$ cat src/rtl/reg_scan_pkg.sv
// Shared definitions for the register-display select sequencer.
//   NUM_REGS / SEL_W : number of viewable registers and select width.
//   scan_state_e     : sequencer state; its encoding doubles as the mode LED output.
//   next_sel()       : successor of the current select. When REG_SCAN_SKIP_EN is defined it
//                      takes a skip mask and returns the nearest unmasked index after the
//                      current one, wrapping around. It returns the current index if every
//                      register is masked.
package reg_scan_pkg;

  localparam int unsigned NUM_REGS = 8;
  localparam int unsigned SEL_W    = 3;

  typedef enum logic [1:0] {
    MANUAL = 2'b00,
    AUTO   = 2'b01,
    PAUSED = 2'b10
  } scan_state_e;

`ifdef REG_SCAN_SKIP_EN
  function automatic logic [SEL_W-1:0] next_sel(input logic [SEL_W-1:0]    cur,
                                                input logic [NUM_REGS-1:0] mask);
    logic [SEL_W-1:0] idx;
    logic             found;
    next_sel = cur;
    found    = 1'b0;
    // Search forward from cur+1. The final step wraps back to cur itself.
    for (int i = 1; i <= int'(NUM_REGS); i++) begin
      idx = cur + SEL_W'(i);
      if (!found && !mask[idx]) begin
        next_sel = idx;
        found    = 1'b1;
      end
    end
  endfunction
`else
  function automatic logic [SEL_W-1:0] next_sel(input logic [SEL_W-1:0] cur);
    return SEL_W'((32'(cur) + 32'd1) % NUM_REGS);
  endfunction
`endif

endpackage

$ cat src/rtl/btn_debounce.sv
// Step-button conditioner: a 2-flop synchronizer, a stable-cycle counter, the debounced
// level, and a registered one-cycle pulse on its rising edge.
//   clk_i   : system clock
//   rst_i   : synchronous active-high reset; this also discards any partial count
//   btn_i   : raw button, asynchronous and bouncy
//   pulse_o : one-cycle pulse, one cycle after the debounced level rises
// The level flips only after DEBOUNCE_CYCLES consecutive cycles in which the synchronized
// input differs from it. Any agreeing cycle restarts the count.
module btn_debounce #(
  parameter int unsigned DEBOUNCE_CYCLES = 500_000
) (
  input  logic clk_i,
  input  logic rst_i,
  input  logic btn_i,
  output logic pulse_o
);

  localparam int unsigned CntW = (DEBOUNCE_CYCLES > 1) ? $clog2(DEBOUNCE_CYCLES) : 1;
  localparam logic [CntW-1:0] CntMax = CntW'(DEBOUNCE_CYCLES - 1);

  logic            sync1_q, sync1_d;
  logic            sync2_q, sync2_d;
  logic [CntW-1:0] cnt_q, cnt_d;
  logic            level_q, level_d;
  logic            level_dly_q, level_dly_d;
  logic            pulse_q, pulse_d;

  always_comb begin
    sync1_d     = btn_i;
    sync2_d     = sync1_q;
    cnt_d       = cnt_q;
    level_d     = level_q;
    level_dly_d = level_q;
    pulse_d     = level_q & ~level_dly_q;
    if (sync2_q == level_q) begin
      cnt_d = '0;
    end else if (cnt_q == CntMax) begin
      level_d = ~level_q;
      cnt_d   = '0;
    end else begin
      cnt_d = cnt_q + 1'b1;
    end
  end

  always_ff @(posedge clk_i) begin
    if (rst_i) begin
      sync1_q     <= 1'b0;
      sync2_q     <= 1'b0;
      cnt_q       <= '0;
      level_q     <= 1'b0;
      level_dly_q <= 1'b0;
      pulse_q     <= 1'b0;
    end else begin
      sync1_q     <= sync1_d;
      sync2_q     <= sync2_d;
      cnt_q       <= cnt_d;
      level_q     <= level_d;
      level_dly_q <= level_dly_d;
      pulse_q     <= pulse_d;
    end
  end

  assign pulse_o = pulse_q;

endmodule

$ cat src/rtl/reg_scan_ctrl.sv
// Display-select sequencer for the register viewer.
//   Clock    : system clock, rising edge
//   Reset    : synchronous active-high reset
//   SW       : manual register select
//   auto_en  : 1 = automatic scan, 0 = manual
//   pause    : freezes the dwell timer while scanning
//   step_btn : raw step button (asynchronous, bouncy)
//   skip_mask: present only with REG_SCAN_SKIP_EN; bit i=1 skips Ri in scan/step
//   sel      : registered select to the display mux
//   adv      : one-cycle pulse, high on the first cycle that a scanned/stepped sel is visible
//   mode     : 00 MANUAL, 01 AUTO, 10 PAUSED
// Build option: define REG_SCAN_SKIP_EN to add the skip_mask input.
module reg_scan_ctrl
  import reg_scan_pkg::*;
#(
  parameter int unsigned DWELL_CYCLES    = 50_000_000,
  parameter int unsigned DEBOUNCE_CYCLES = 500_000
) (
  input  logic             Clock,
  input  logic             Reset,
  input  logic [SEL_W-1:0] SW,
  input  logic             auto_en,
  input  logic             pause,
  input  logic             step_btn,
`ifdef REG_SCAN_SKIP_EN
  input  logic [7:0]       skip_mask,
`endif
  output logic [SEL_W-1:0] sel,
  output logic             adv,
  output logic [1:0]       mode
);

  localparam int unsigned DwellW = $clog2(DWELL_CYCLES);
  localparam logic [DwellW-1:0] DwellMax = DwellW'(DWELL_CYCLES - 1);

  scan_state_e       state_q, state_d;
  logic [SEL_W-1:0]  sel_q, sel_d;
  logic [DwellW-1:0] cnt_q, cnt_d;
  logic              adv_q, adv_d;
  logic              step_pulse;
  logic              do_adv;
  logic [SEL_W-1:0]  nxt;

  btn_debounce #(
    .DEBOUNCE_CYCLES(DEBOUNCE_CYCLES)
  ) u_btn_debounce (
    .clk_i  (Clock),
    .rst_i  (Reset),
    .btn_i  (step_btn),
    .pulse_o(step_pulse)
  );

`ifdef REG_SCAN_SKIP_EN
  assign nxt = next_sel(sel_q, skip_mask);
`else
  assign nxt = next_sel(sel_q);
`endif

  always_comb begin
    state_d = state_q;
    sel_d   = sel_q;
    cnt_d   = cnt_q;
    adv_d   = 1'b0;
    do_adv  = 1'b0;
    if (!auto_en) begin
      // Manual takes priority over any advance due on this cycle.
      state_d = MANUAL;
      sel_d   = SW;
      cnt_d   = '0;
    end else begin
      unique case (state_q)
        MANUAL: begin
          // Entering the scan keeps the current select and starts a fresh dwell.
          state_d = AUTO;
          cnt_d   = '0;
        end
        AUTO: begin
          if (pause) begin
            state_d = PAUSED;
          end else if (cnt_q == DwellMax) begin
            do_adv = 1'b1;
            cnt_d  = '0;
          end else begin
            cnt_d = cnt_q + 1'b1;
          end
        end
        PAUSED: begin
          if (!pause) begin
            state_d = AUTO;
          end
        end
        default: begin
          state_d = MANUAL;
        end
      endcase
      // A step coinciding with an expiry merges into a single advance.
      if (step_pulse && (state_q != MANUAL)) begin
        do_adv = 1'b1;
        cnt_d  = '0;
      end
      // With every register masked, the successor is sel itself: hold and no adv.
      if (do_adv && (nxt != sel_q)) begin
        sel_d = nxt;
        adv_d = 1'b1;
      end
    end
  end

  always_ff @(posedge Clock) begin
    if (Reset) begin
      state_q <= MANUAL;
      sel_q   <= '0;
      cnt_q   <= '0;
      adv_q   <= 1'b0;
    end else begin
      state_q <= state_d;
      sel_q   <= sel_d;
      cnt_q   <= cnt_d;
      adv_q   <= adv_d;
    end
  end

  assign sel  = sel_q;
  assign adv  = adv_q;
  assign mode = state_q;

endmodule
$ cat config.mk
export PLATFORM = sky130hd
export DESIGN_NAME = reg_scan_ctrl
export DESIGN_NICKNAME = d
export VERILOG_FILES = /design/src/rtl/reg_scan_pkg.sv /design/src/rtl/btn_debounce.sv /design/src/rtl/reg_scan_ctrl.sv
export SDC_FILE = /design/constraint.sdc
export NUM_CORES = 1
export LEC_CHECK = 0
export ABC_AREA = 1
export ABC_CLOCK_PERIOD_IN_PS = 2000
export CORE_MARGIN = 2
export CORE_UTILIZATION = 38
export CTS_BUF_LIST = sky130_fd_sc_hd__clkbuf_4 sky130_fd_sc_hd__clkbuf_8
export DETAILED_ROUTE_END_ITERATION = 16
export GPL_ROUTABILITY_DRIVEN = 0
export PLACE_DENSITY = 0.51
export RECOVER_POWER = 50
export SLEW_MARGIN = 25
export SYNTH_ARGS = -nofsm -noshare
export SYNTH_HDL_FRONTEND = slang
export SYNTH_SLANG_ARGS = --single-unit
$ cat constraint.sdc
create_clock -name Clock -period 2 [get_ports Clock]
set_clock_uncertainty 0.2 [all_clocks]
set_input_delay 0.6 -clock Clock [delete_from_list [all_inputs] [get_ports Clock]]
set_output_delay 0.6 -clock Clock [all_outputs]
set_load 0.005 [all_outputs]
==> results of run 1 <==
[flip-flops by register name (all words and copies together) (netlist names)]
register,count
cnt_q,26
adv,1
mode,2
u_btn_debounce.level_dly_q,1
u_btn_debounce.sync2_q,1
u_btn_debounce.cnt_q,19
u_btn_debounce.pulse_o,1
u_btn_debounce.level_dly_d,1
sel,3
u_btn_debounce.sync1_q,1
[logic make-up (layout without fill, tap and decap cells)]
| group | after synthesis | after routing | share of synthesized area [%] |
|---|---|---|---|
| AOI/OAI and AO/OA | 29 | 29 | 5.20 |
| and+or+nand+nor | 278 | 278 | 45.1 |
| buffers and inverters | 64 | 106 | 8.47 |
| adders and majority gates | 3 | 3 | 1.24 |
| muxes | 1 | 1 | 0.330 |
| xor gates and xnor gates | 9 | 9 | 2.60 |
| DFF | 56 | 56 | 37.0 |
[metrics by stage]
step | worst slack, ns | setup TNS [ns] | power [W] | hold WS (ns) | cells
6_report | 0.0477 | 0 | 0.00203 | 0.196 | 584
5_1_grt | -0.00108 | -0.00213 | 0.00212 | 0.227 | 584
4_1_cts | 0.00151 | 0 | 0.00205 | 0.201 | 581
3_5_place_dp | -0.401 | -8.67 | 0.00128 | 0.185 | 573
3_3_place_gp | -0.335 | -7.11 | 0.00128 | 0.183 | 573
2_1_floorplan | 0.225 | 0 | 0.00121 | 0.173 | 440
[timing repair]
item                       CTS  global route
hold endpoints to repair     0             0
setup endpoints to repair   15            41
gates resized for setup      5            18
setup buffers                0             3
pin swaps                    0             1
[per-layer routing]
| metal | vias up | track usage (%) |
|---|---|---|
| li1 | 1466 | - |
| met1 | 1230 | 21.5 |
| met2 | 25 | 29.2 |
| met3 | 8 | 3.14 |
| met4 | 0 | 5.27 |
| met5 | - | 0 |
[worst register-to-register path, cell delays in order, from the launching register on]
cell and delay, ns:
dfxtp_1 0.39, ha_2 0.24, nand3_4 0.12, nor4_2 0.25
nand4_1 0.19, nand2_1 0.15, buf_12 0.15, nor3_1 0.06
[area by class of cell]
cell class / count / area (um^2)
Tap cell: 102 / 128
Sequential cell: 56 / 1120
Fill cell: 821 / 4100
Clock inverter: 2 / 35.0
Clock buffer: 6 / 76.3
Inverter: 59 / 221
Timing Repair Buffer: 39 / 348
Multi-Input combinational cell: 320 / 1700
[path summary, 6_finish.rpt]
path	from	end	slack [ns]	depth (start not counted)
worst max-delay path	sel[1]	sel[1]	0.05	1
worst min register to register	u_btn_debounce.level_dly_q	u_btn_debounce.pulse_o	0.20	1
worst max register to register	u_btn_debounce.cnt_q[0]	u_btn_debounce.cnt_q[14]	0.15	7
worst min-delay path	u_btn_debounce.level_dly_q	u_btn_debounce.pulse_o	0.20	1
[Yosys cell counts, types with 2 or more instances]
cell type | instances | area share (%)
nand2_1 | 101 | 13
nor2_1 | 77 | 9.5
dfxtp_1 | 56 | 37
inv_1 | 50 | 6.2
nand3_1 | 23 | 3.8
nor3_1 | 20 | 3.3
a21oi_1 | 14 | 2.3
nand2_2 | 12 | 2.5
inv_2 | 9 | 1.1
nand4_1 | 8 | 1.7
nor2_2 | 8 | 1.7
nor2_4 | 8 | 3.0
o21ai_0 | 8 | 1.3
xnor2_1 | 6 | 1.7
nand3_2 | 4 | 1.3
nor3_2 | 4 | 1.3
a31oi_1 | 3 | 0.62
ha_1 | 3 | 1.2
xor2_1 | 3 | 0.87
buf_4 | 2 | 0.50
nand2_4 | 2 | 0.74
nor3_4 | 2 | 1.1
nor4_2 | 2 | 0.83
[power breakdown]
group	switching, W	internal (W)	total (W)
Clock	0.000386	0.000386	0.000772
Combinational	0.0000638	0.0000626	0.000126
Sequential	0.00000691	0.00112	0.00113
==> reports/summary.txt, run 1 <==
Vias: 2729
Total GRT Usage: 17.0%
CTS Buf Count: 5
met1 WL: 3330 um
Gate Count Post-Synth: 440
Worst Path Buf+Inv: 1
Post-Route WL: 6710 um
CP top delay family: buffers and inverters
worst min path class: register to register
Post-Syn Nets: 451
count of final setup violators: 0
CTS Buffer Depth: 2
die width: 93.3 um
kind of end point of the critical path: primary output
most frequent cells in the layout: nand2_1 (101), nor2_1 (74), dfxtp_1 (54)
grt ovf: 0
CTS sink cnt: 56
Cell Area, Synth: 3030 um^2
ANT nets after route: 0
diode count: 0
Max-Cap Viols: 0
Port-buffer cells: 13
crit path cell chain: clkdlybuf4s50_1
Clk Latency, worst-skew pair: 0.32 ns
cts hold-fix bufs: 0
Post-synth EDFFs: 0
cell with the largest stage delay on the worst path: clkdlybuf4s50_1
first-pass GRT wire length: 11900 um
Yosys cell types: 38
Crit Path Class: register to primary output
Met3 Wirelength: 147 um
CP required: 1.20 ns
initial antenna violation count: 0
CTS tree: built
commonest non-fill, non-tap cell in the layout: nand2_1
Area growth syn-to-layout: 19.9%
Final Cell Area: 3630 um^2
Fin. Hold Viols: 0
Met2 Wirelength: 3120 um
vias in the first global route: 2683
crit-path max cell delay: 0.49 ns
Primary FF master, synth: dfxtp_1
drt pass-1 iters: 4
Final nets: 492
clock root buffer: clkbuf_8
sequential fraction of the synthesis area: 37.0%
Top Layer Used: met4
Synthesis Warnings: 0
Synth Area per Inst: 6.88 um^2
Peak Freq: 512 MHz
clock transition at the registers of the reported paths: 0.10 ns
Core Area: 7730 um^2
Remaining DRCs: 0
DP HPWL: 5040 um
Pins Over Slew Limit: 0
Setup crit start kind: register
Rows: 32
Wirelength per Cell: 11.5 um
status: completed
#FFs+latches synth: 56
worst slew pin tran: 0.363 ns
I/O pin total: 14
H-tree Lvls: 2
largest net degree at the start of global routing: 17
Cell Area, Placed: 3440 um^2
asr flop ratio synth: 0%
effective utilization at floorplan: 39.2%
utilization after layout: 47.0%
Lkg Pwr: 1.42 nW
slew margin rel.: 75.6%
total die area: 8700 um^2
vias per cell: 4.67
crit-path max FO: 3
crit path DAT: 1.15 ns
number of DRC markers in iteration 0: 98
Pwr per Cell Area: 559 nW/um^2
part of the cycle the worst path needs: 97.6%
minimum clock period: 1.95 ns
Worst VDD drop: 0.271 mV
share of layout cells above drive strength 1: 19.7%
Die Span Y: 93.3 um
No activity file was read; power rests on OpenSTA's default activity.
==> run 2, diff against run 1 <==
--- a/config.mk
+++ b/config.mk
@@ -7,12 +7,13 @@
 export LEC_CHECK = 0
 export ABC_AREA = 1
 export ABC_CLOCK_PERIOD_IN_PS = 2000
-export CORE_MARGIN = 2
-export CORE_UTILIZATION = 38
+export CAP_MARGIN = 20
+export CORE_MARGIN = 10
+export CORE_UTILIZATION = 35
 export CTS_BUF_LIST = sky130_fd_sc_hd__clkbuf_4 sky130_fd_sc_hd__clkbuf_8
 export DETAILED_ROUTE_END_ITERATION = 16
 export GPL_ROUTABILITY_DRIVEN = 0
-export PLACE_DENSITY = 0.51
+export PLACE_DENSITY = 0.48
 export RECOVER_POWER = 50
 export SLEW_MARGIN = 25
 export SYNTH_ARGS = -nofsm -noshare
==> run 2 against run 1 <==
Final cell count increased by 0.17%. Power decreased by 6.2%. Die area increased by 47%. Routed wire length decreased by 0.94%. Highest routed layer unchanged.
==> reports/summary.txt, run 2 (synthesis results as in run 1) <==
status: completed
number of flip-flops in the largest register: 26
met3 GRT Util: 2.48%
total die area: 12800 um^2
Wirelength per Cell: 11.4 um
effective utilization at floorplan: 36.5%
Pwr per Cell Area: 528 nW/um^2
diode count: 0
TNS Setup: 0 ns
CTS Buf Count: 5
I/O pin total: 14
drt pass-1 iters: 4
ANT nets after route: 0
CTS sink cnt: 56
crit path cell chain: clkdlybuf4s50_1
first-pass GRT wire length: 11600 um
Max-Cap Viols: 0
Core Area: 8300 um^2
Rows: 33
count of final setup violators: 0
cts hold-fix bufs: 0
Vias: 2685
RR Endpoint: cnt_q[13]
Clk Latency, worst-skew pair: 0.31 ns
Post-Route WL: 6650 um
worst min path class: register to register
die width: 113 um
Fin. Hold Viols: 0
met1 Usage GRT: 13.7%
worst-case reg-to-reg path depth: 10
GR Util met2: 16.7%
Setup crit start kind: register
crit-path max FO: 3
CTS tree: built
Crit Path Class: register to primary output
clock root buffer: clkbuf_8
clock transition at the registers of the reported paths: 0.10 ns
worst slew pin tran: 0.339 ns
Biggest register: cnt_q
Peak Freq: 512 MHz
Worst VDD drop: 0.359 mV
PnR Total Power: 0.00190 W
CTS Buffer Depth: 2
DP HPWL: 5280 um
slew margin rel.: 77.2%
Pins Over Slew Limit: 0
reg-to-reg critical path startpoint: cnt_q[0]
initial antenna violation count: 0
Worst Path Buf+Inv: 1
fill count: 887
number of DRC markers in iteration 0: 101
R2R Setup Slk: 0.17 ns
minimum clock period: 1.95 ns
grt ovf: 0
Area growth syn-to-layout: 19.0%
CP top delay family: buffers and inverters
CP required: 1.20 ns
share of layout cells above drive strength 1: 19.0%
min-delay src: u_btn_debounce.level_dly_q
commonest non-fill, non-tap cell in the layout: nand2_1
vias per cell: 4.59
crit path DAT: 1.15 ns
Final nets: 490
H-tree Lvls: 2
Hold Path Depth: 1
Total GRT Usage: 10.5%
kind of end point of the critical path: primary output
Hold EP: u_btn_debounce.pulse_o
multi-input logic area: 1700 um^2
vias in the first global route: 2585
FF+latch area: 1130 um^2
most frequent cells in the layout: nand2_1 (102), nor2_1 (76), dfxtp_1 (52)
Remaining DRCs: 0
Die Span Y: 113 um
crit-path max cell delay: 0.50 ns
largest net degree at the start of global routing: 17
Lkg Pwr: 1.36 nW
Port-buffer cells: 13
part of the cycle the worst path needs: 97.6%
grt peak-use layer: met2
cell with the largest stage delay on the worst path: clkdlybuf4s50_1
[run 2: cell types whose count changed in the layout (fill, tap and decap cells not counted), moves of 2 or more]
cell,delta
dlymetal6s2s_1,-2
dfxtp_1,-2
clkbuf_4,-2
dfxtp_2,+2
buf_4,-4
nor2_2,-2
clkbuf_1,+2
nor2_1,+2
[run 2: how the worst max path moves through the flow]
stage / from / endpoint / slack (ns) / cells past startpoint
2_1_floorplan: pause / cnt_q[7] / 0.23 / 9
3_3_place_gp: pause / cnt_q[7] / -0.31 / 10
3_5_place_dp: pause / cnt_q[7] / -0.44 / 10
4_1_cts: sel[0] / sel[0] / 0.003 / 1
5_1_grt: cnt_q[0] / sel[2] / -0.0001 / 9
6_report: mode[0] / mode[0] / 0.05 / 1
[run 2: timing repair]
item | CTS | global route
resized for setup | 6 | 14
buffers inserted | 0 | 3
pin swaps | 0 | 3
cloned | 0 | 0
setup endpoints to repair | 9 | 13
[run 2: layout make-up]
cell class,instances,area share [%]
tap,105,3.65
clock buffer,6,2.29
multi-input combinational,320,47.2
sequential,56,31.2
timing repair buffer,37,9.24
inverter,59,6.15
clock inverter,2,0.278
[run 2: where the power goes]
group	internal [W]	leakage, nW	total (W)	switching [W]
registers	0.00112	0.454	0.00113	0.00000647
logic	0.0000604	0.858	0.000125	0.0000642
clock network	0.000278	0.0510	0.000648	0.000370
[run 2: per-stage QoR]
| step | instance area [um^2] | worst slack, ns | util (%) | hold slack [ns] | instances |
|---|---|---|---|---|---|
| final | 3600 | 0.0472 | 43.4 | 0.198 | 585 |
| after global routing | 3600 | -0.000142 | 43.4 | 0.226 | 585 |
| after CTS | 3540 | 0.00348 | 42.7 | 0.209 | 582 |
| after detailed placement | 3440 | -0.437 | 41.4 | 0.195 | 574 |
| after global placement | 3440 | -0.311 | 41.4 | 0.189 | 574 |
| after floorplan | 3030 | 0.225 | - | 0.173 | 440 |
[run 2: per-layer routing]
layer | up-vias | share of wire [%]
met3 | 8 | 3.1
met4 | 0 | 1.6
li1 | 1466 | -
met5 | - | 0
met1 | 1184 | 51
met2 | 27 | 44
==> edit 1: new RTL, settings of run 1 <==
Build with the macro `REG_SCAN_SKIP_EN` defined.
--- a/src/rtl/reg_scan_pkg.sv
+++ b/src/rtl/reg_scan_pkg.sv
@@ -7,2 +7,4 @@
 //                      register is masked.
+`define REG_SCAN_SKIP_EN
+
 package reg_scan_pkg;
Ports: changed (added skip_mask); port bits go from 14 to 22. The function was not compared with the original's and may differ.
==> edit 1 against run 1 <==
- the flow now finishes with violations (negative setup slack)
- setup slack got worse by 0.34 ns
- synthesized cell count rose by 19%
- first-iteration DRC count rose by 37%
- synthesized area rose by 18%
- register-to-register slack got worse by 0.44 ns
- non-clock buffer count rose by 137
- sequential cell count did not move
- cell area rose by 60%
- count of clock-buffer cells in the layout fell by 1
- wire length rose by 59%
- global-route usage rose by 3.5 points
- critical path type is now reg2reg
- highest routed layer unchanged
Power is not compared: it rests on default switching activity, and its combinational part moved more than twofold at a synthesized area within 25%.
==> edit 1: results (changes against run 1) <==
* Largest net degree at the start of global routing at 23 (+6)
* Setup-failing EPs final at 43 (+43)
* Setup ws final at -0.295 ns (-0.342 ns)
* Sequential share of the synthesized area at 0.313 (-0.0568)
* FILL cells at 816 (-0.61%)
* Arrival @ worst endpoint at 2.35 ns (+1.20 ns)
* Initial DRC Count at 134 (+37%)
* Placed Area at 4750 µm² (+38%)
* PortBufs at 21 (+8)
* Final instance area at 5820 µm² (+60%)
* Largest register FFs at 26 (unchanged)
* GRT Util Overall at 0.205 (+0.0347)
* Diodes inserted at 0 (unchanged)
* CP startpoint: sel[1]
* Violated checks: negative setup slack
* Final hold vios at 0 (unchanged)
* Antenna violations before repair at 0 (unchanged)
* Syn Inst Count at 524 (+19%)
* Synth cell types at 47 (+24%)
* Clk pin slew, worst setup/hold paths at 0.11 ns
* Setup TNS at -4.67 ns (-4.67 ns)
* Crit Path Max Fanout at 6 (+3)
* Placed insts at 752 (+31%)
* Dominant cells by area after synthesis: dfxtp_1 31%, nand2_1 14%, inv_1 6.7%
* First-pass GRT wire length at 17200 µm (+45%)
* Final nets at 716 (+46%)
* Slew margin rel. at 0.707 (-0.0486)
* Status: complete, but fails checks
* DPL Wire Length at 7190 µm (+43%)
* Peak VDD IR at 288 µV
* Post-Syn Nets at 544 (+21%)
* Worst slack, placed at -0.669 ns (-0.269 ns)
* Non-Filler Instances at 808 (+38%)
* Vias in the first global route at 3822 (+42%)
* R2R cell count at 16 (+9)
* Total wire length at 10700 µm (+59%)
* RR Endpoint: sel[1]
* Share of layout cells above drive strength 1 at 0.455 (+0.258)
* Critical path type: reg2reg
* Worst skew pair latency at 0.32 ns (about the same)
* Detailed-route via count at 3994 (+46%)
* Synth warn at 0 (unchanged)
* Synth top cells by count: 129 x nand2_1, 64 x inv_1, 56 x dfxtp_1
edit 1: changes by cell type after synthesis, sizes merged, moves of 5 or more:
| cell | change |
|---|---|
| nor2 | -41 |
| nand2 | +27 |
| nand3 | +23 |
| a21oi | +22 |
| o21ai | +14 |
| inv | +11 |
| nor3 | -8 |
| nand4 | +7 |
| a211oi | +5 |
| clkbuf | +5 |
| xor2 | +5 |
edit 1: logic make-up (layout without fill, tap and decap cells):
logic type      count (synthesis)  after routing  share of synthesized area
simple gates                  288            288                      0.405
fa+ha+maj                       4              4                     0.0140
compound gates                 81             81                      0.133
buf+inv                        83            256                     0.0989
xor+xnor                       12             12                     0.0357
flops                          56             56                      0.313
edit 1: worst min-delay path by stage:
stage	startpoint	end	slack, ns	cells past startpoint
3_3_place_gp	u_btn_debounce.level_dly_q	u_btn_debounce.pulse_o	0.19	1
4_1_cts	u_btn_debounce.level_dly_q	u_btn_debounce.pulse_o	0.21	1
3_5_place_dp	u_btn_debounce.level_dly_q	u_btn_debounce.pulse_o	0.18	1
5_1_grt	u_btn_debounce.level_dly_q	u_btn_debounce.pulse_o	0.24	1
6_report	u_btn_debounce.level_dly_q	u_btn_debounce.pulse_o	0.20	1
2_1_floorplan	u_btn_debounce.level_dly_q	u_btn_debounce.pulse_o	0.17	1
edit 1: layer usage:
metal,GRT usage,part of all wire,vias up
li1,-,-,2073
met1,0.268,0.45,1874
met2,0.364,0.52,41
met3,0.0250,0.018,6
met4,0.0343,0.0066,0
met5,0,0,-
edit 1: power by group:
part	internal (mW)	switching, mW	leakage, nW	total, mW
combinational	0.378	0.456	2.03	0.834
sequential	1.12	0.00990	0.459	1.13
clock	0.253	0.414	0.0485	0.667
total	1.75	0.880	2.54	2.63
edit 1: layout make-up:
cell class	instances	area (µm²)	area share
Clock inverter	3	22.5	0.00387
Inverter	72	297	0.0510
Clock buffer	5	68.8	0.0118
Timing Repair Buffer	176	1470	0.253
Multi-Input combinational cell	385	2670	0.459
Sequential cell	56	1150	0.197
Tap cell	111	139	0.0239
edit 1: timing repair:
| action | CTS | global route |
|---|---|---|
| pin swaps | 39 | 59 |
| setup buffers | 32 | 29 |
| resized for setup | 78 | 108 |
| setup endpoints to repair | 36 | 50 |
edit 1: critical path: stages (launching register included):
cell and delay, ns:
dfxtp_4 0.40, clkinv_4 0.06, ha_4 0.33, inv_6 0.06, nand3_2 0.08, nand2_2 0.08, nand2_4 0.09, nand2_4 0.07
nor2_8 0.13, nand2_4 0.07, nor3_4 0.25, nand2_2 0.09, nand3_1 0.09, nand3_1 0.07, nand3_1 0.07, nand2_1 0.05
inv_1 0.04
==> edit 2: new RTL, flow settings as in run 1 <==
Without the edit above. Add an input register stage for `SW`, `auto_en`, `pause` and `step_btn`; this delays them by one clock.
--- a/src/rtl/reg_scan_ctrl.sv
+++ b/src/rtl/reg_scan_ctrl.sv
@@ -35,2 +35,14 @@
 
+  logic [SEL_W-1:0] SW_q;
+  logic auto_en_q;
+  logic pause_q;
+  logic step_btn_q;
+
+  always_ff @(posedge Clock) begin
+    SW_q       <= SW;
+    auto_en_q  <= auto_en;
+    pause_q    <= pause;
+    step_btn_q <= step_btn;
+  end
+
   scan_state_e       state_q, state_d;
@@ -48,3 +60,3 @@
     .rst_i  (Reset),
-    .btn_i  (step_btn),
+    .btn_i  (step_btn_q),
     .pulse_o(step_pulse)
@@ -64,6 +76,6 @@
     do_adv  = 1'b0;
-    if (!auto_en) begin
+    if (!auto_en_q) begin
       // Manual takes priority over any advance due on this cycle.
       state_d = MANUAL;
-      sel_d   = SW;
+      sel_d   = SW_q;
       cnt_d   = '0;
@@ -77,3 +89,3 @@
         AUTO: begin
-          if (pause) begin
+          if (pause_q) begin
             state_d = PAUSED;
@@ -87,3 +99,3 @@
         PAUSED: begin
-          if (!pause) begin
+          if (!pause_q) begin
             state_d = AUTO;
Formal check against the unedited RTL: not equivalent (a bounded check fails within 4 cycles, from zero or initial values and one cycle with Reset high).
==> edit 2 against run 1 <==
- sequential cell count grew 6
- wire length increased by 6.7%
- maximum frequency is 0.45% higher
- utilization fell by 0.30 points
- non-clock buffer count shrank 4
- synthesized cell count rose by 4.5%
- setup slack improved by 0.0087 ns
- synthesized area increased by 6.0%
- total power up 37%
- cell area is 5.7% higher
- count of clock-buffer cells in the layout up 5
- first-iteration DRC count is 7.1% higher
- cell count is 4.8% higher
- critical path type unchanged
- highest routed layer unchanged
==> edit 2: results (changes against run 1) <==
* Post-Syn Nets at 471 (+4.4%)
* Register area at 1240 µm² (+11%)
* Met3 Usage GRT at 0.0486 (+0.0171)
* Peak VDD IR at 480 µV (+77%)
* Multiplexer area fraction after synthesis at 0.00312 (-0.000188)
* First-pass GRT wire length at 12200 µm (+2.4%)
* Largest family of logic cells by synthesized area: simple AND/OR/NAND/NOR gates
* # Taps at 105 (+2.9%)
* Leakage power at 1.47 nW (+3.1%)
* Largest net degree at the start of global routing at 16 (-1)
* Ys flop type: dfxtp_1
* Met2 usage at 0.274 (-0.0181)
* Synth Area in Compound Gates at 0.0736 (+0.0216)
* Diodes inserted at 0 (unchanged)
* Synth warn at 0 (unchanged)
* Total wire length at 7160 µm (+6.7%)
* Final nets at 513 (+4.3%)
* Seq cells at 62 (+11%)
* Arrival @ worst endpoint at 1.14 ns
* Dominant cells by area after synthesis: dfxtp_1 39%, nand2_1 12%, nor2_1 8.4%
* Fraction of area in multi-input gates at 0.433 (-0.0345)
* Multi-input gates at 325 (+1.6%)
* Buffering overhead at 0.0744 (-0.0214)
* Met1 Routed Length at 3550 µm (+6.6%)
* Vias in the first global route at 2616 (-2.5%)
* H-tree depth at 3 (+1)
* Clk pin slew, worst setup/hold paths at 0.07 ns (-0.03 ns)
* Share of layout cells above drive strength 1 at 0.174 (-0.0235)
* Synth top cells by count: 101 x nand2_1, 72 x nor2_1, 62 x dfxtp_1
* Inverters excl. clock at 69 (+17%)
* Post-Synth Adder-Cell Area at 0.0117 (-0.000705)
* Mapped Avg Cell Area at 6.98 µm² (+1.4%)
* Initial DRC Count at 105 (+7.1%)
* DR vias/cell at 4.70 (+0.60%)
* Placed Area at 3550 µm² (+3.2%)
* Worst slack, placed at -0.140 ns (+0.260 ns)
* Slowest CP cell: clkdlybuf4s50_1
* ClkCell Share at 0.0656 (+0.0349)
* CLK BUF at 11 (+5)
* Status: complete, no violations
* Detailed-route via count at 2877 (+5.4%)
* Worst skew pair latency at 0.35 ns (+0.03 ns)
* Placed insts at 588 (+2.6%)
* Non-clock buffers at 35 (-10%)
* Slew @ Worst Pin at 0.394 ns (+0.0310 ns)
* FILL cells at 829 (+0.97%)
* Grt met1 use at 0.222 (+0.00744)
* Post-synthesis xor/xnor area fraction at 0.0218 (-0.00421)
* Met2 WL at 3170 µm (+1.9%)
* Metal3 WL at 263 µm (+79%)
* PortBufs at 13 (unchanged)
* Top Registers: cnt_q (26), u_btn_debounce.cnt_q (19)
* GRT Util Overall at 0.174 (+0.00446)
* Sequential share of the synthesized area at 0.386 (+0.0163)
* DPL Wire Length at 5420 µm (+7.7%)
* Crit Path Max Fanout at 1 (-2)
* Async set or reset register ratio after synthesis at 0 (unchanged)
* Max-cap violation count at 0 (unchanged)
* Num CTS Buffers at 9 (+4)
* Footprint of the multi-input gates at 1660 µm² (-2.1%)
==> edit 2: cell count changes after synthesis, moves of 4 or more <==
cell,delta
nand2_2,-5
nor3_1,-8
nor3_2,+4
dfxtp_1,+6
inv_1,+11
nand3_1,+10
a21oi_1,+7
nor2_1,-5
==> edit 2: where the power goes <==
group	internal [mW]	total, mW	switching, mW
sequential	1.25	1.26	0.00961
clock	0.878	1.41	0.527
combinational	0.0560	0.123	0.0671
total	2.18	2.79	0.604
==> edit 2: worst paths after layout <==
| path | start | endpoint | slack [ns] | depth (start not counted) |
|---|---|---|---|---|
| setup / recovery | adv | adv | 0.06 | 1 |
| hold / removal | u_btn_debounce.level_dly_q | u_btn_debounce.pulse_o | 0.20 | 1 |
| setup reg to reg | cnt_q[1] | cnt_q[2] | 0.17 | 10 |
| hold reg to reg | u_btn_debounce.level_dly_q | u_btn_debounce.pulse_o | 0.20 | 1 |
==> edit 2: timing repair <==
item                       CTS  global route
buffers inserted             4             4
gates resized for setup     12             1
setup endpoints to repair    5             3
pin swaps                    0             1
